`config.mk`:
```
export PLATFORM = sky130hd
export DESIGN_NAME = ctrl_fsm_multicycle
export DESIGN_NICKNAME = d
export VERILOG_FILES = /design/src/rtl/ctrl_fsm_multicycle.sv
export SDC_FILE = /design/constraint.sdc
export NUM_CORES = 1
export LEC_CHECK = 0
export CAP_MARGIN = 20
export CORE_MARGIN = 5
export CORE_UTILIZATION = 49
export CTS_CLUSTER_SIZE = 16
export DETAILED_ROUTE_END_ITERATION = 6
export PLACE_DENSITY_LB_ADDON = 0.25
export SYNTH_ARGS = -nofsm -noshare
export SYNTH_HDL_FRONTEND = slang
export SYNTH_SLANG_ARGS = --single-unit
```
`constraint.sdc`:
```
create_clock -name clk -period 3.8 [get_ports clk]
set_clock_uncertainty 0.2 [all_clocks]
set_input_delay 1.14 -clock clk [delete_from_list [all_inputs] [get_ports clk]]
set_output_delay 1.14 -clock clk [all_outputs]
set_load 0.01 [all_outputs]
```
`src/rtl/ctrl_fsm_multicycle.sv`:
```
// Multicycle RV32 control FSM: fetch/decode/exec/mem/wb sequencing with fixed-latency or ack-terminated waits.
// Optional performance counters are enabled by defining CTRL_FSM_PERF_EN.
module ctrl_fsm_multicycle #(
    parameter int STRB_W       = 4,
    parameter int USE_ACK      = 0,
    parameter int IMEM_LAT     = 1,
    parameter int DMEM_LAT     = 1,
    parameter int FENCE_CYCLES = 2
) (
    input  logic              clk,
    input  logic              rst,
    input  logic              load,
    input  logic              store,
    input  logic              branch,
    input  logic              fence,
    input  logic              halt,
    input  logic [STRB_W-1:0] decoder_dmem_we,
    input  logic              imem_ack,
    input  logic              dmem_ack,
    output logic              pc_we,
    output logic              imem_rd,
    output logic              rf_we,
    output logic [STRB_W-1:0] dmem_we,
    output logic              dmem_rd,
    output logic [3:0]        state,
    output logic              halted
`ifdef CTRL_FSM_PERF_EN
    ,
    output logic [31:0]       cycle_cnt,
    output logic [31:0]       instret_cnt
`endif
);

    typedef enum logic [3:0] {
        ST_RESET  = 4'd0,
        ST_FETCH  = 4'd1,
        ST_FWAIT  = 4'd2,
        ST_DECODE = 4'd3,
        ST_EXEC   = 4'd4,
        ST_MEM    = 4'd5,
        ST_MWAIT  = 4'd6,
        ST_WB     = 4'd7,
        ST_FENCE  = 4'd8,
        ST_HALT   = 4'd9
    } state_t;

    localparam int              CNT_W      = $clog2(256);
    localparam logic [CNT_W-1:0] CNT_ZERO  = {CNT_W{1'b0}};
    localparam logic [CNT_W-1:0] CNT_ONE   = CNT_W'(1);
    // Counters hold "remaining cycles after this one", so a load of N-1 yields N wait cycles.
    localparam logic [CNT_W-1:0] IMEM_WAIT  = (IMEM_LAT > 0) ? CNT_W'(IMEM_LAT - 1) : CNT_ZERO;
    localparam logic [CNT_W-1:0] DMEM_WAIT  = (DMEM_LAT > 0) ? CNT_W'(DMEM_LAT - 1) : CNT_ZERO;
    localparam logic [CNT_W-1:0] FENCE_WAIT = (FENCE_CYCLES > 0) ? CNT_W'(FENCE_CYCLES - 1) : CNT_ZERO;
    localparam bit              ACK_MODE   = (USE_ACK != 0);
    localparam logic [STRB_W-1:0] STRB_ZERO = {STRB_W{1'b0}};

    state_t            state_r, state_s;
    logic [CNT_W-1:0]  cnt_r, cnt_s;
    logic              is_load_r, is_load_s, is_store_r, is_store_s;
    logic              is_branch_r, is_branch_s, is_fence_r, is_fence_s;
    logic [STRB_W-1:0] strb_r, strb_s;
    logic              pc_we_r, pc_we_s, imem_rd_r, imem_rd_s, rf_we_r, rf_we_s;
    logic              dmem_rd_r, dmem_rd_s, halted_r, halted_s;
    logic [STRB_W-1:0] dmem_we_r, dmem_we_s;

    // Next-state, wait counter and instruction-class latch logic.
    always_comb begin
        state_s     = state_r;
        cnt_s       = (cnt_r != CNT_ZERO) ? (cnt_r - CNT_ONE) : CNT_ZERO;
        is_load_s   = is_load_r;
        is_store_s  = is_store_r;
        is_branch_s = is_branch_r;
        is_fence_s  = is_fence_r;
        strb_s      = strb_r;
        case (state_r)
            ST_RESET: state_s = ST_FETCH;
            ST_FETCH: begin
                if (ACK_MODE) begin
                    if (imem_ack) state_s = ST_DECODE;
                    else          state_s = ST_FWAIT;
                end else if (IMEM_LAT > 0) begin
                    state_s = ST_FWAIT;
                    cnt_s   = IMEM_WAIT;
                end else begin
                    state_s = ST_DECODE;
                end
            end
            ST_FWAIT: begin
                if (ACK_MODE) begin
                    if (imem_ack) state_s = ST_DECODE;
                    else          state_s = ST_FWAIT;
                end else if (cnt_r == CNT_ZERO) begin
                    state_s = ST_DECODE;
                end else begin
                    state_s = ST_FWAIT;
                end
            end
            ST_DECODE: begin
                // Priority halt > fence > load > store; only a pure store keeps its strobe.
                is_load_s   = ~halt & ~fence & load;
                is_store_s  = ~halt & ~fence & ~load & store;
                is_fence_s  = ~halt & fence;
                is_branch_s = ~halt & ~fence & ~load & ~store & branch;
                strb_s      = (~halt & ~fence & ~load & store) ? decoder_dmem_we : STRB_ZERO;
                if (halt) begin
                    state_s = ST_HALT;
                end else if (fence) begin
                    state_s = ST_FENCE;
                    cnt_s   = FENCE_WAIT;
                end else if (load | store) begin
                    state_s = ST_MEM;
                end else begin
                    state_s = ST_EXEC;
                end
            end
            ST_EXEC: state_s = ST_WB;
            ST_MEM: begin
                if (ACK_MODE) begin
                    if (dmem_ack) state_s = ST_WB;
                    else          state_s = ST_MWAIT;
                end else if (DMEM_LAT > 0) begin
                    state_s = ST_MWAIT;
                    cnt_s   = DMEM_WAIT;
                end else begin
                    state_s = ST_WB;
                end
            end
            ST_MWAIT: begin
                if (ACK_MODE) begin
                    if (dmem_ack) state_s = ST_WB;
                    else          state_s = ST_MWAIT;
                end else if (cnt_r == CNT_ZERO) begin
                    state_s = ST_WB;
                end else begin
                    state_s = ST_MWAIT;
                end
            end
            ST_FENCE: begin
                if (cnt_r == CNT_ZERO) state_s = ST_WB;
                else                   state_s = ST_FENCE;
            end
            ST_WB:   state_s = ST_FETCH;
            ST_HALT: state_s = ST_HALT;
            default: state_s = ST_RESET;
        endcase
    end

    // Moore output decode of the upcoming state, so the enables can be registered alongside it.
    always_comb begin
        pc_we_s   = 1'b0;
        imem_rd_s = 1'b0;
        rf_we_s   = 1'b0;
        dmem_we_s = STRB_ZERO;
        dmem_rd_s = 1'b0;
        halted_s  = 1'b0;
        case (state_s)
            ST_FETCH: imem_rd_s = 1'b1;
            ST_FWAIT: imem_rd_s = ACK_MODE;
            ST_MEM: begin
                dmem_rd_s = is_load_s;
                dmem_we_s = is_store_s ? strb_s : STRB_ZERO;
            end
            ST_MWAIT: begin
                if (ACK_MODE) begin
                    dmem_rd_s = is_load_s;
                    dmem_we_s = is_store_s ? strb_s : STRB_ZERO;
                end else begin
                    dmem_rd_s = 1'b0;
                    dmem_we_s = STRB_ZERO;
                end
            end
            ST_WB: begin
                pc_we_s = 1'b1;
                rf_we_s = ~(is_store_s | is_branch_s | is_fence_s);
            end
            ST_HALT: halted_s = 1'b1;
            default: pc_we_s = 1'b0;
        endcase
    end

    // State, counter, class latches and registered outputs with synchronous reset.
    always_ff @(posedge clk) begin
        if (rst) begin
            state_r     <= ST_RESET;
            cnt_r       <= CNT_ZERO;
            is_load_r   <= 1'b0;
            is_store_r  <= 1'b0;
            is_branch_r <= 1'b0;
            is_fence_r  <= 1'b0;
            strb_r      <= STRB_ZERO;
            pc_we_r     <= 1'b0;
            imem_rd_r   <= 1'b0;
            rf_we_r     <= 1'b0;
            dmem_we_r   <= STRB_ZERO;
            dmem_rd_r   <= 1'b0;
            halted_r    <= 1'b0;
        end else begin
            state_r     <= state_s;
            cnt_r       <= cnt_s;
            is_load_r   <= is_load_s;
            is_store_r  <= is_store_s;
            is_branch_r <= is_branch_s;
            is_fence_r  <= is_fence_s;
            strb_r      <= strb_s;
            pc_we_r     <= pc_we_s;
            imem_rd_r   <= imem_rd_s;
            rf_we_r     <= rf_we_s;
            dmem_we_r   <= dmem_we_s;
            dmem_rd_r   <= dmem_rd_s;
            halted_r    <= halted_s;
        end
    end

    assign pc_we   = pc_we_r;
    assign imem_rd = imem_rd_r;
    assign rf_we   = rf_we_r;
    assign dmem_we = dmem_we_r;
    assign dmem_rd = dmem_rd_r;
    assign halted  = halted_r;
    assign state   = state_r;

`ifdef CTRL_FSM_PERF_EN
    logic [31:0] cycle_cnt_r, instret_cnt_r;

    // Active-cycle and retired-instruction counters, both wrapping.
    always_ff @(posedge clk) begin
        if (rst) begin
            cycle_cnt_r   <= 32'd0;
            instret_cnt_r <= 32'd0;
        end else begin
            if ((state_r != ST_RESET) && (state_r != ST_HALT)) cycle_cnt_r <= cycle_cnt_r + 32'd1;
            if (state_r == ST_WB) instret_cnt_r <= instret_cnt_r + 32'd1;
        end
    end

    assign cycle_cnt   = cycle_cnt_r;
    assign instret_cnt = instret_cnt_r;
`endif

endmodule

```
======== Yosys cells after proc, flatten, opt, wreduce, memory -nomap -nowiden ========
Cells that the tools add are included.
storage, ports and cells
  register bits after elaboration ......... 29
  bits of input ports ..................... 13
  word-level logic and storage cells ...... 73
cells by class
  add/subtract/negate cells ............... 1
  eq/ne operators ......................... 13
  mux-type cells .......................... 20
  bitwise gates (word level) .............. 18
  reductions and logical operators ........ 8
operators by type and width
  kind                   count
  $pmux W4 S9            1
  $eq A4 B3 Y1 const B   6
  $mux W8                3
  $mux W4                5
  $pmux W8 S2            1
  $eq A4 B4 Y1 const B   3
  $mux W1                10
  $eq A4 B1 Y1 const B   2
  $eq A4 B2 Y1 const B   2
  $logic_not A8 Y1       1
  $not A1 Y1             8
  $reduce_bool A8 Y1     1
  $reduce_or A2 Y1       4
  $sub A8 B1 Y8 const B  1
  $and A1 B1 Y1          7
  $logic_not A4 Y1       1
  $or A1 B1 Y1           3
  $reduce_or A3 Y1       1

======== Depth between registers and ports, before layout ========
Gate-level depths: netlist (run 1).
  depth in word-level cells ............... 9
  mapped depth ............................ 7
  depth with buffers taken out ............ 7

======== Worst setup path before layout (run 1) ========
Ideal clock, no wire load.
  kind .................................... in2reg
  start ................................... input fence
  end ..................................... register dmem_we_r[0], in the netlist dmem_we[0]
  setup time .............................. 65 ps
  data arrival time ....................... 2,078 ps
  data required time ...................... 3,535 ps
  path slack .............................. 1,457 ps
  stages .................................. 4
  buffers on the path ..................... 0
  path through ............................ or4_4 -> a21oi_4 -> o2111ai_2 -> nor2_1
between the ends
  longest elaborated chain between the ends .. 7
  elaborated cells between the ends (all ways) .. 14
  those cells by class .................... eq/ne (1); mux (6); bitwise (6); reduce/logical (1)
RTL lines
  item                                                 RTL line  source
  start: declaration                                   15        input logic fence,
  branches (longest 7 deep; another with $pmux W4 S9)  --
  end signal: assignment                               208       dmem_we_r <= dmem_we_s;
  end: declaration                                     64        logic [STRB_W-1:0] dmem_we_r, dmem_we_s;
Parallel ways; which one is timed is not known.
A chain may end at the register's enable or synchronous reset.

======== Worst setup path in the final report (run 1) ========
  start ................................... register state_r[1], in the netlist state[1]
  end ..................................... output state[1]
RTL lines
  item                      RTL line  source
  start: declaration        57        state_t state_r, state_s;
  start signal: assignment  198       state_r <= state_s;
  end: declaration          25        output logic [3:0] state,
No word-level cell between the ends.

==> results of run 1 <==
metrics by stage:
step                cell area [um^2]  std cells  hold WS, ps  total power, mW
CTS                             1603        200        262.2            1.053
floorplan                       1281        145        222.6           0.6917
finish                          1603        200        258.5            1.044
global route                    1603        200        295.7            1.130
detailed placement              1518        192        249.9           0.7911
global placement                1518        192        239.2           0.7806
cells in the final DEF, fill, tap and decap left out, types with 2 or more instances in the layout:
cell type        count
nor3b_1              3
nand2b_1             3
nor3_1               5
nor4_1               3
clkdlybuf4s50_1     23
dfxtp_1             29
a21oi_1              6
nand2_1             11
clkbuf_4             5
nor2b_1              3
nor2_1              35
xor2_1               4
o21ai_0              3
xnor2_1              2
nand3_1              2
ha_1                 2
a22oi_1              5
inv_1                2
kinds of logic after synthesis:
family / after synthesis
DFF: 29
and+or+nand+nor: 79
buffers and inverters: 8
adders and majority gates: 2
AOI/OAI and AO/OA: 21
xor gates and xnor gates: 6
flip-flops by register name (all words and copies together), names as in the netlist:
signal,count
rf_we,1
is_branch_r,1
state,4
is_store_r,1
imem_rd,1
dmem_rd,1
is_load_r,1
dmem_we,4
pc_we,1
halted,1
cnt_r,8
strb_r,4
is_fence_r,1
per-layer routing:
metal	global-route usage [%]	wire length, um
met2	23.87	1174
met4	8.050	55
met5	0	0
met1	21.25	1195
met3	6.918	167
final cells by class:
class / count / share of cell area [%]
sequential: 29 / 36.22
clock buffer: 7 / 3.435
clock inverter: 1 / 1.874
tap: 30 / 2.342
multi-input combinational: 108 / 41.30
inverter: 2 / 0.4684
timing repair buffer: 23 / 14.36
synthesized netlist by cell type (2+ instances only):
cell	number	share of area [%]
nand3_1	2	0.78
nor4_1	3	1.5
xor2_1	4	2.7
ha_1	2	2.0
dfxtp_1	29	45
buf_2	4	1.6
nor2b_1	3	1.5
nand2_1	11	3.2
inv_1	2	0.59
a21oi_1	6	2.3
nor2_1	35	10
o21ai_0	3	1.2
a22oi_1	5	2.9
nor3_1	5	2.0
xnor2_1	2	1.4
nand2b_1	3	1.5
nor3b_1	3	1.8
power by group:
part           leakage, nW  internal, mW  switching (mW)
logic                0.305         0.173           0.190
registers            0.236         0.353          0.0693
clock network       0.0455         0.157           0.102
total                0.586         0.682           0.362
worst max path at each step:
stage,to,slack [ps],cells after the start
2_1_floorplan,dmem_we[0],1460,4
4_1_cts,state[3],900,1
6_report,state[1],900,1
3_5_place_dp,dmem_we[2],790,6
5_1_grt,state[3],820,1
3_3_place_gp,dmem_we[0],820,6
==> flow_metrics.tcl, run 1 <==
set metrics [dict create \
    critPathLaunch "state[1]" \
    finalSetupViolCount 0 \
    nFillCells 220 \
    ios 26 \
    firstDrtPassIters 4 \
    fin_util_pct 64.11 \
    fp-row-count 18 \
    finalNetCount 184 \
    dieArea_mm2 0.003737 \
    rr_worst_depth 5 \
    min_to "is_load_r" \
    cp_max_fo 13 \
    netlist_instances 145 \
    hp-start "is_load_r" \
    place_ws_ps 788.9 \
    status "finished, final reports clean" \
    fmax_mhz 344.9 \
    cts_resized 0 \
    port_buffers 23 \
    required_ps 2460 \
    crit_path_max_incr_delay_ps 620 \
    maxCapViolCount 0 \
    power_density_mw_per_mm2 651.1 \
    antenna_found_initial 0 \
    grt_pass1_vias 1049 \
    layout_min_cycle_time_ps 2900 \
    synthSimpleGateAreaFrac_pct 32.81 \
    yosys_warnings 0 \
    grt_pass1_wl_um 4560 \
    syn_area_mm2 0.001281 \
    start_kind "register" \
    register_area_um2 580.6 \
    reg2reg_slack_ps 1640 \
    wirelength_um 2594 \
    grt_overflow_total 0 \
    antenna_left 0 \
    synth_top_family_by_area "simple AND/OR/NAND/NOR gates" \
    p_leak_nw 0.5864 \
    drive_gt1_share_pct 9.412 \
    synth.area.mux_share_pct 0 \
    gp_congestion 0.8176 \
    cts_max_path_buffers 2 \
    worst_pin_slew_ps 503.8 \
    post-cts-setup-buffers 0 \
    synth_cell_types 40 \
    syn-num-nets 160 \
    end_kind "output pin" \
    diodes 0 \
    drc_errors 0 \
    grt_setup_unrepaired "no" \
    die_h_um 61.14 \
    multi_input_area_um2 661.9 \
    htree_levels 2 \
    fin_crit_sh_pct 76.30 \
    drt-vias-per-instance 5.460 \
    ys_seq_area_share_pct 45.31 \
    min_path_type "reg -> reg" \
    first_iter_violations 15 \
    synth_seq_cells 29 \
    hold_viol_final 0 \
    synth_fa_ha_area_share_pct 1.953 \
    worstHoldPathCells 2 \
    clk_pin_slew_ps 90 \
    synth-main-ff-cell "dfxtp_1" \
    initial_core_util_pct 51.25 \
    cpLargestDelayFamily "buffers and inverters" \
    synth-xor-area-share_pct 4.102 \
    clockRootBuffer "clkbuf_4" \
    core_mm2 0.002500 \
    clkLatencyLatePin_ps 330 \
    synth_compound_area_share_pct 12.79 \
    crit_slowest_cell "clkdlybuf4s50_1" \
    cts_tree "built" \
    layout_setup_ws_ps 900.5 \
    wl_per_cell_um 12.97 \
    synth_edf_count 0 \
    slew_headroom_pct 66.31 \
    cts_buffers 5 \
    grtUsageTotal_pct 16.56 \
    ir_drop_v 0.0004968 \
    die_x_um 61.14 \
    avgSynthCellArea_um2 8.836 \
    slew_violations 0 \
    area_delta_synth_final_pct 25.10 \
    cp_cell_sequence "clkdlybuf4s50_1" \
    cts_hold_buffers 0 \
    arrival_ps 1560 \
    vias 1092 \
    r2r_end "rf_we" \
    async_flop_share_pct 0 \
    grt_start_max_net_pins 15 \
    critPathBufInv 1 \
    cts_sinks 29 \
    dpl.hpwl_um 1914 \
    crit_type "reg -> out" \
    fin_tns_setup_ps 0 \
    r2r_start "state[3]" \
]
Power figures use the tool's default switching activity.
==> run 2, diff against run 1 <==
==> constraint.sdc (replaced) <==
create_clock -name clk -period 2.8 [get_ports clk]
set_clock_uncertainty 0.2 [all_clocks]
set_input_delay 0.84 -clock clk [delete_from_list [all_inputs] [get_ports clk]]
set_output_delay 0.84 -clock clk [all_outputs]
set_load 0.01 [all_outputs]
==> run 2 against run 1 <==
Effect of this change:
- cell count increased by 1.0%
- clock power decreased by 3%
- flip-flop and latch count unchanged
- core utilization decreased by 0.30 points
- first-iteration DRC count increased by 60%
- via count increased by 1.3%
- die area unchanged
- sequential share of layout area increased by 0.17 points
- sequential power increased by 34%
- critical path depth unchanged
- critical path type unchanged
- largest power group unchanged
==> flow_metrics.tcl, run 2 (synthesized netlist as in run 1, its figures left out) <==
set metrics [dict create \
    busiest_layer "met2" \
    cpLargestDelayFamily "buffers and inverters" \
    final_cell_mix "35 x nor2_1, 29 x dfxtp_1, 23 x clkdlybuf4s50_1" \
    htree_levels 2 \
    grt_start_max_net_pins 15 \
    wl_per_cell_um 13.17 \
    crit_type "reg -> out" \
    gp_congestion 0.8327 \
    hold_viol_final 0 \
    reg2reg_slack_ps 720 \
    fin_util_pct 63.81 \
    grt_pass1_wl_um 4436 \
    ir_drop_v 0.0005993 \
    fin_crit_sh_pct 92.00 \
    die_h_um 61.14 \
    maxCapViolCount 0 \
    cp_max_fo 13 \
    cp.depth 1 \
    end_kind "output pin" \
    wirelength_um 2661 \
    cts_max_path_buffers 2 \
    clk_pin_slew_ps 80 \
    fp-row-count 18 \
    dieArea_mm2 0.003737 \
    clockRootBuffer "clkbuf_4" \
    cts_resized 0 \
    port_buffers 23 \
    grtUsageMet3_pct 5.451 \
    largest_register_ff_count 8 \
    fmax_mhz 388.2 \
    critPathLaunch "state[1]" \
    worst_pin_slew_ps 423.5 \
    crit_slowest_cell "clkdlybuf4s50_1" \
    crit_path_max_incr_delay_ps 620 \
    finalSetupViolCount 0 \
    clkLatencyLatePin_ps 330 \
    core_mm2 0.002500 \
    firstDrtPassIters 5 \
    grt_pass1_vias 1029 \
    area_delta_synth_final_pct 24.51 \
    cp_cell_sequence "clkdlybuf4s50_1" \
    status "finished, final reports clean" \
    grtUsageTotal_pct 16.47 \
    arrival_ps 1540 \
    drt-vias-per-instance 5.475 \
    antenna_found_initial 0 \
    use_met1_pct 20.36 \
    cts_tree "built" \
    post-cts-setup-buffers 0 \
    use_met2_pct 24.62 \
    cts_hold_buffers 0 \
    critPathCapture "state[1]" \
    critPathBufInv 1 \
    power_density_mw_per_mm2 832.5 \
    initial_core_util_pct 51.25 \
    grt_setup_unrepaired "no" \
    start_kind "register" \
    final_common_cell "nor2_1" \
    first_iter_violations 24 \
    diodes 0 \
    r2r_start "state[2]" \
    slew_violations 0 \
    die_x_um 61.14 \
    antenna_left 0 \
    slew_headroom_pct 71.73 \
    grt_overflow_total 0 \
    dp_cells 195 \
    required_ps 1760 \
    finalNetCount 187 \
    p_leak_nw 0.5879 \
    ios 26 \
    fin_tns_setup_ps 0 \
    layout_min_cycle_time_ps 2576 \
    rr_worst_depth 5 \
    cts_buffers 5 \
    largest_register "cnt_r" \
    drc_errors 0 \
    vias 1106 \
    dpl.hpwl_um 2009 \
    drive_gt1_share_pct 10.47 \
    cts_sinks 29 \
    r2r_end "pc_we" \
    stdcell_count 202 \
    min_path_type "reg -> reg" \
]
[run 2: cell types whose count changed in the layout (fill, tap and decap cells not counted)]
cell / previous run / this run
buf_4: 0 / 3
bufinv_16: 1 / 0
[run 2: worst register-to-register path, cell delays in order (launching register included)]
cell and delay [ps]:
dfxtp_1 560, nand4bb_1 400, nor2_1 120, o31a_1 140, nor4_2 420, nor3_1 110
[run 2: power breakdown]
part	leakage [nW]	switching (mW)	internal, mW
logic	0.321	0.273	0.240
registers	0.236	0.0863	0.478
clock network	0.0314	0.133	0.118
total	0.588	0.492	0.836
[run 2: worst min path at each step]
stage / startpoint / to / slack, ps / cells after the start
finish: is_load_r / is_load_r / 250 / 2
global route: is_branch_r / is_branch_r / 300 / 2
CTS: is_load_r / is_load_r / 250 / 2
detailed placement: is_load_r / is_load_r / 240 / 2
global placement: is_load_r / is_load_r / 240 / 2
floorplan: is_load_r / is_load_r / 220 / 2
[run 2: layout make-up]
class                      count  area (um^2)
timing repair buffer          26        252.7
tap                           30        37.54
clock buffer                   7        55.05
inverter                       2        7.507
multi-input combinational    108        661.9
fill                         214        904.6
sequential                    29        580.6
[run 2: stage by stage]
| stage | power, mW | hold slack [ps] | setup slack (ps) | instance area (um^2) |
|---|---|---|---|---|
| 2_1_floorplan | 0.9388 | 222.6 | 756.9 | 1281 |
| 3_3_place_gp | 1.064 | 239.6 | 160.7 | 1540 |
| 3_5_place_dp | 1.090 | 242.7 | 122.8 | 1540 |
| 4_1_cts | 1.339 | 253.1 | 207.2 | 1595 |
| 5_1_grt | 1.423 | 297.8 | 147.0 | 1595 |
| 6_report | 1.328 | 250.6 | 224.1 | 1595 |
[run 2: layer usage]
| layer | share of wire [%] | vias to the layer above |
|---|---|---|
| met5 | 0 | - |
| met4 | 1.7 | 0 |
| met3 | 7.2 | 5 |
| met2 | 44 | 34 |
| met1 | 47 | 511 |
| li1 | - | 556 |
==> run 3, diff against run 2 <==
--- a/config.mk
+++ b/config.mk
@@ -11,6 +11,8 @@
 export CTS_CLUSTER_SIZE = 16
 export DETAILED_ROUTE_END_ITERATION = 6
 export PLACE_DENSITY_LB_ADDON = 0.25
+export RECOVER_POWER = 25
+export SLEW_MARGIN = 20
 export SYNTH_ARGS = -nofsm -noshare
 export SYNTH_HDL_FRONTEND = slang
 export SYNTH_SLANG_ARGS = --single-unit
==> run 3 against run 2 <==
Effect of this change:
- sequential share of layout area up 0.32 points
- maximum frequency about the same
- flip-flop and latch count unchanged
- sequential power about the same
- critical endpoint unchanged
==> flow_metrics.tcl, run 3 (synthesized netlist as in run 1, its figures left out) <==
set metrics [dict create \
    status "finished, final reports clean" \
    die_x_um 61.14 \
    maxCapViolCount 0 \
    cts_tree "built" \
    cts_sinks 29 \
    grt_overflow_total 0 \
    htree_levels 2 \
    end_kind "output pin" \
    crit_type "reg -> out" \
    cpLargestDelayFamily "buffers and inverters" \
    firstDrtPassIters 4 \
    fin_crit_sh_pct 92.02 \
    slew_headroom_pct 57.71 \
    post-cts-setup-buffers 0 \
    drt-vias-per-instance 5.500 \
    fp-row-count 18 \
    cts_hold_buffers 0 \
    drive_gt1_share_pct 8.721 \
    clk_pin_slew_ps 80 \
    cts_buffers 5 \
    layout_min_cycle_time_ps 2577 \
    initial_core_util_pct 51.25 \
    required_ps 1760 \
    largest_register "cnt_r" \
    final_cell_mix "35 x nor2_1, 29 x dfxtp_1, 21 x clkdlybuf4s50_1" \
    grt_setup_unrepaired "no" \
    fmax_mhz 388.1 \
    dieArea_mm2 0.003737 \
    p_sw_mw 0.4897 \
    fin_util_pct 63.26 \
    ios 26 \
    clockRootBuffer "clkbuf_4" \
    finalSetupViolCount 0 \
    antenna_left 0 \
    drc_errors 0 \
    final_common_cell "nor2_1" \
    hold_viol_final 0 \
    stdcell_count 202 \
    dp_cells 195 \
    largest_register_ff_count 8 \
    p_leak_nw 0.5892 \
    grt_pass1_vias 1029 \
    p_int_mw 0.8341 \
    start_kind "register" \
    pwr-share-clk_pct 18.9 \
    crit_slowest_cell "clkdlybuf4s50_1" \
    power_density_mw_per_mm2 837.0 \
    combPwrFrac_pct 38.5 \
    wirelength_um 2660 \
    antenna_found_initial 0 \
    first_iter_violations 24 \
    gp_congestion 0.8327 \
    min_path_type "reg -> reg" \
    arrival_ps 1540 \
    worst_pin_slew_ps 634.4 \
    dpl.hpwl_um 2009 \
    vias 1111 \
    fin_tns_setup_ps 0 \
    cts_resized 0 \
    die_h_um 61.14 \
    clkLatencyLatePin_ps 330 \
    seqPwrFrac_pct 42.7 \
    cts_max_path_buffers 2 \
    ir_drop_v 0.0005995 \
    area_delta_synth_final_pct 23.44 \
    place_ws_ps 122.8 \
    layout_setup_ws_ps 223.4 \
    diodes 0 \
    crit_path_max_incr_delay_ps 620 \
    switching_share_pct 36.99 \
    cp_max_fo 13 \
    slew_violations 0 \
    critPathBufInv 1 \
    grtUsageTotal_pct 16.47 \
    core_mm2 0.002500 \
    finalNetCount 187 \
    wl_per_cell_um 13.17 \
    port_buffers 23 \
    grt_start_max_net_pins 15 \
    cp_cell_sequence "clkdlybuf4s50_1" \
    grt_pass1_wl_um 4436 \
]
==> run 3: cell types whose count changed in the layout (fill, tap and decap cells not counted), moves of 2 or more <==
cell,delta
clkbuf_1,+2
dlygate4sd3_1,+2
clkdlybuf4s50_1,-2
buf_4,-2
==> run 3: per-layer routing <==
metal  wire, um  GRT usage (%)
met3        186          5.451
met5          0              0
met4         46          10.22
met1       1246          20.36
met2       1181          24.62
==> run 3: final timing paths <==
check | startpoint | to | slack, ps | depth (start not counted)
min reg2reg | is_load_r | is_load_r | 250 | 2
max | state[1] | state[1] | 220 | 1
max reg2reg | state[1] | rf_we | 720 | 5
min | is_load_r | is_load_r | 250 | 2
==> run 3: power groups by stage <==
stage | combinational, mW | clock [mW] | sequential [mW]
2_1_floorplan | 0.397 | 0 | 0.542
3_3_place_gp | 0.496 | 0 | 0.567
3_5_place_dp | 0.515 | 0 | 0.574
4_1_cts | 0.518 | 0.257 | 0.564
5_1_grt | 0.570 | 0.275 | 0.575
6_report | 0.509 | 0.250 | 0.565
==> run 3: through the flow <==
stage	power, mW	hold WS [ps]	instance area [um^2]
after floorplan	0.9388	222.6	1281
after global placement	1.064	239.6	1540
after detailed placement	1.090	242.7	1540
after CTS	1.339	253.1	1595
after global routing	1.420	297.8	1582
final	1.324	250.4	1582
==> run 3: final cells by class <==
cell class	instances	area, um^2
Fill cell	220	918.4
Timing Repair Buffer	26	245.2
Multi-Input combinational cell	108	655.6
Sequential cell	29	580.6
Tap cell	30	37.54
Inverter	2	7.507
Clock buffer	7	55.05
==> RTL edit 1, RTL diff (config.mk and constraints of run 3) <==
The parameter `USE_ACK` goes from 0 to 1.
--- a/src/rtl/ctrl_fsm_multicycle.sv
+++ b/src/rtl/ctrl_fsm_multicycle.sv
@@ -4,3 +4,3 @@
     parameter int STRB_W       = 4,
-    parameter int USE_ACK      = 0,
+    parameter int USE_ACK      = 1,
     parameter int IMEM_LAT     = 1,
Behaviour: not the same (a bounded check fails within 4 cycles, from zero or initial values and one cycle with rst high).
==> RTL edit 1 against run 3 <==
Area after synthesis is 6.4% higher. Total power is 10% higher. Global-route usage is 0.56 points higher. Count of clock-buffer cells in the layout is 2 lower. Setup slack better by 0.092 ns. Critical path type unchanged. Via count is 8.8% higher. Wire length is 16% higher. Cell area is 8.6% higher. Synthesized cell count is 1.4% higher. Non-clock buffer count is 7 higher. Combinational power is 26% higher. Sequential cell count stayed put. Die area is 5.4% higher.
==> RTL edit 1: results (changes against run 3) <==
| Metric | Value |
|---|---|
| Run status | completed |
| Reg-to-reg setup timing slack | 0.79 ns (+0.07 ns) |
| Via density | 5.703 (+3.7%) |
| Fraction of layout cells with a size suffix above 1 | 14.36% (+5.6 points) |
| Worst-path maximum fanout | 10 (-3) |
| Routed Antenna Nets | 0 (unchanged) |
| Met2 Wirelength | 1.424 mm (+21%) |
| Routability Congestion | 0.8625 (+3.6%) |
| Placement Setup Slack | 0.07408 ns (-0.04873 ns) |
| Gr usage total | 17.03% (+0.56 points) |
| Endpoint, Worst Hold | is_branch_r |
| Distinct cells, synth | 49 (+23%) |
| Critical Path AT | 1.44 ns (-0.10 ns) |
| Adder-cell share of the synthesized area | 2.661% (+0.71 points) |
| Synth top area cells | dfxtp_1 (43%), nor2_1 (6.1%), a21oi_1 (4.0%), nand2_1 (2.2%), xor2_1 (1.9%) |
| Hold Crit Start | is_branch_r |
| Grt met1 use | 20.64% (+0.28 points) |
| Flip-flop count of the largest register after layout | 8 (unchanged) |
| Mux contribution to synthesized area | 1.560% (+1.6 points) |
| First-pass GRT wire length | 5.430 mm (+22%) |
| Post-Syn Nets | 162 (+1.3%) |
| Fin nets | 195 (+4.3%) |
| GR Util met2 | 25.78% (+1.2 points) |
| Post-route setup slack | 0.3156 ns (+0.09218 ns) |
| Wire length on met1 | 1.347 mm (+8.1%) |
| DPL Wire Length | 2.352 mm (+17%) |
| Wire per inst | 14.55 um (+10%) |
| Fillers | 243 (+10%) |
| Setup bufs post-CTS | 0 (unchanged) |
| Critical Path Slowest Stage Cell | clkdlybuf4s50_1 |
| CTS HTree Levels | 2 (unchanged) |
| Compound-cell area share of the yosys netlist | 18.99% (+6.2 points) |
| VDD IR max | 0.6997 mV (+17%) |
| Cell Count Post-Placement | 204 (+4.6%) |
| Non-filler cells, final | 212 (+5.0%) |
| Leakage | 0.6668 nW (+13%) |
| Yosys warns | 0 (unchanged) |
| Buffers on Ports | 25 (+8.7%) |
| Slew @ Worst Pin | 0.5153 ns (-0.1191 ns) |
| Total clock buffers created by CTS | 5 (unchanged) |
| Largest net degree at the start of global routing | 16 (+1) |
| Min-Delay Path Depth | 2 (unchanged) |
| Syn avg cell area | 9.278 um^2 (+5.0%) |
| R2r startpoint | state[1] |
| DR WL met3 | 214 um (+15%) |
| DRT iter0 DRCs | 54 (+130%) |
| Synth top cells by count | dfxtp_1 (29), nor2_1 (22), a21oi_1 (11), nand2_1 (8), inv_1 (5) |
| Synth async-reset ratio | 0% (unchanged) |
| Post-synthesis sequential area ratio | 42.57% (-2.7 points) |
| Grt met3 use | 6.655% (+1.2 points) |
| Worst stage delay on the critical path | 0.60 ns (-0.02 ns) |
| Clk_lat worst skew | 0.34 ns |
| FF-to-FF End | dmem_rd |
| Maximum clock path buffer count | 2 (unchanged) |
| Synth Area in XOR/XNOR | 3.211% (-0.89 points) |
| Clk slew on worst S/H paths | 0.10 ns (+0.02 ns) |
| Vias in the first global route | 1244 (+21%) |
[RTL edit 1: final cells by class]
class / instances / share of cell area, %
multi-input cells: 106 / 41.59
clock buffers: 5 / 2.185
well taps: 31 / 2.258
clock inverters: 3 / 1.020
repair buffers: 33 / 18.06
flip-flops and latches: 29 / 33.79
inverters: 5 / 1.092
[RTL edit 1: through the flow]
stage	total power, mW	cell area, um^2	hold WS [ns]
finish	1.458	1718	0.2640
global route	1.568	1718	0.2893
CTS	1.476	1724	0.2673
detailed placement	1.222	1669	0.2519
global placement	1.197	1669	0.2384
floorplan	1.042	1364	0.2285
[RTL edit 1: worst max path at each step]
stage / to / from
after floorplan: dmem_rd / load
final: state[2] / state[2]
after CTS: state[3] / state[3]
after global routing: imem_rd / halt
after global placement: dmem_rd / store
after detailed placement: dmem_rd / halt
[RTL edit 1: report_power, final]
group	switching, mW	internal (mW)
registers	0.0703	0.495
logic	0.338	0.303
clock network	0.156	0.0944
==> RTL edit 2, RTL diff (flow settings as in run 3) <==
Made on the original files. The parameter `STRB_W` goes from 4 to 5.
--- a/src/rtl/ctrl_fsm_multicycle.sv
+++ b/src/rtl/ctrl_fsm_multicycle.sv
@@ -3,3 +3,3 @@
 module ctrl_fsm_multicycle #(
-    parameter int STRB_W       = 4,
+    parameter int STRB_W       = 5,
     parameter int USE_ACK      = 0,
Interface: changed (resized decoder_dmem_we and dmem_we); port bits go from 26 to 28. No check against the original RTL was run, so the function may have changed too.
==> RTL edit 2 against run 3 <==
Total power grew 9.9%. Non-clock buffer count rose by 4. Sequential share of layout area is 0.61 points lower. Sequential cell count is 2 higher. Largest power group unchanged. Setup slack got worse by 0.047 ns. Via count rose by 7.6%. Sequential power grew 6.4%. Critical path type unchanged. Wire length is 11% higher. Cell area increased by 8.7%. Area after synthesis increased by 10%. Largest cell class unchanged. Global-route usage is essentially flat. Cell count grew 7.4%.
==> RTL edit 2: results (changes against run 3) <==
| Metric | Value |
|---|---|
| Worst-path maximum fanout | 14 (+1) |
| Flip-flop count of the largest register after layout | 8 (unchanged) |
| Distinct cells, synth | 41 (+2.5%) |
| R2R depth | 5 (unchanged) |
| Buffers on Ports | 25 (+8.7%) |
| Placement Setup Slack | 0.1202 ns (-0.002609 ns) |
| HP Class | reg2reg |
| Run status | completed |
| Mapped Cells | 157 (+8.3%) |
| Clk slew on worst S/H paths | roughly 0.09 ns |
| Placed cell area | 0.001670 mm^2 (+8.4%) |
| Yosys warns | 0 (unchanged) |
| Min-Delay Path Depth | 2 (unchanged) |
| Fin nets | 202 (+8.0%) |
| Synth top area cells | dfxtp_1 (44%), a21oi_1 (5.7%), nand2_1 (5.6%), nor2_1 (5.0%), clkbuf_8 (3.9%) |
| TritonRoute pass-1 iters | 4 (unchanged) |
| Sw frac | 36.73% (-0.26 points) |
| Synth async-reset ratio | 0% (unchanged) |
| Non-filler cells, final | 217 (+7.4%) |
| Vias in the first global route | 1137 (+10%) |
| Synth top cells by count | dfxtp_1 (31), nand2_1 (21), nor2_1 (19), a21oi_1 (16), nor3_1 (8) |
| Leakage | 0.6036 nW (+2.4%) |
| Cell Count Post-Placement | 210 (+7.7%) |
| Total clock buffers created by CTS | 5 (unchanged) |
| Critical Path Slowest Stage Cell | dfxtp_1 |
| VDD IR max | 0.5425 mV (-9.5%) |
| Post-CTS Resized | 0 (unchanged) |
| Largest net degree at the start of global routing | 21 (+6) |
| Root buf cell | clkbuf_4 |
| Routability Congestion | 0.8083 (-2.9%) |
| Critical Path AT | 1.58 ns (+0.04 ns) |
| Worst stage delay on the critical path | about 0.63 ns |
| Antenna violations before repair | 0 (unchanged) |
| Pins Over Slew Limit | 0 (unchanged) |
| DRT iter0 DRCs | 63 (+160%) |
| Slew @ Worst Pin | 0.5280 ns (-0.1064 ns) |
| Vias | 1195 (+7.6%) |
| DPL Wire Length | 2.244 mm (+12%) |
| CTS HTree Levels | 2 (unchanged) |
| Fraction of layout cells with a size suffix above 1 | 12.37% (+3.6 points) |
| Total Wirelength | 2.940 mm (+11%) |
| Post-Syn Nets | 173 (+8.1%) |
| Crit path max-delay family | flip-flops |
| Setup bufs post-CTS | 0 (unchanged) |
| # diodes | 0 (unchanged) |
| First-pass GRT wire length | 5.257 mm (+19%) |
| Post-synthesis sequential area ratio | 43.89% (-1.4 points) |
| Gr usage total | 16.45% (-0.019 points) |
| Maximum clock path buffer count | 2 (unchanged) |
| Clk_lat worst skew | 0.32 ns |
| Top FF cell, synth | dfxtp_1 |
| Most flops, register | cnt_r |
## RTL edit 2: final timing paths
path / start / end / slack [ns]
max reg2reg: state[0] / dmem_we[1] / 0.68
max: state[3] / state[3] / 0.18
min reg2reg: is_store_r / is_store_r / 0.26
min: is_store_r / is_store_r / 0.26
## RTL edit 2: final cells by class
class	count	area [um^2]
well taps	31	38.79
multi-input cells	113	704.4
clock inverters	1	5.005
repair buffers	30	280.3
clock buffers	6	51.30
flip-flops and latches	31	620.6
fillers	254	1039
inverters	5	18.77
## RTL edit 2: cells by family after synthesis
family / share of synthesized area [%]
buffers and inverters: 6.283
xor gates and xnor gates: 3.717
DFF: 43.89
adders and majority gates: 1.770
AOI/OAI and AO/OA: 15.40
and+or+nand+nor: 28.94
## RTL edit 2: power by group through the flow
stage                     Combinational [mW]  Sequential, mW  Clock, mW
after CTS                              0.606           0.600      0.264
after floorplan                        0.512           0.573          0
after global placement                 0.584           0.604          0
final                                  0.598           0.601      0.256
after global routing                   0.664           0.617      0.295
after detailed placement               0.603           0.610          0
## RTL edit 2: layer usage
| layer | part of all wire [%] | global-route usage (%) |
|---|---|---|
| met1 | 43 | 19.48 |
| met2 | 50 | 25.63 |
| met3 | 5.8 | 7.105 |
| met4 | 1.7 | 7.532 |
| met5 | 0 | 0 |
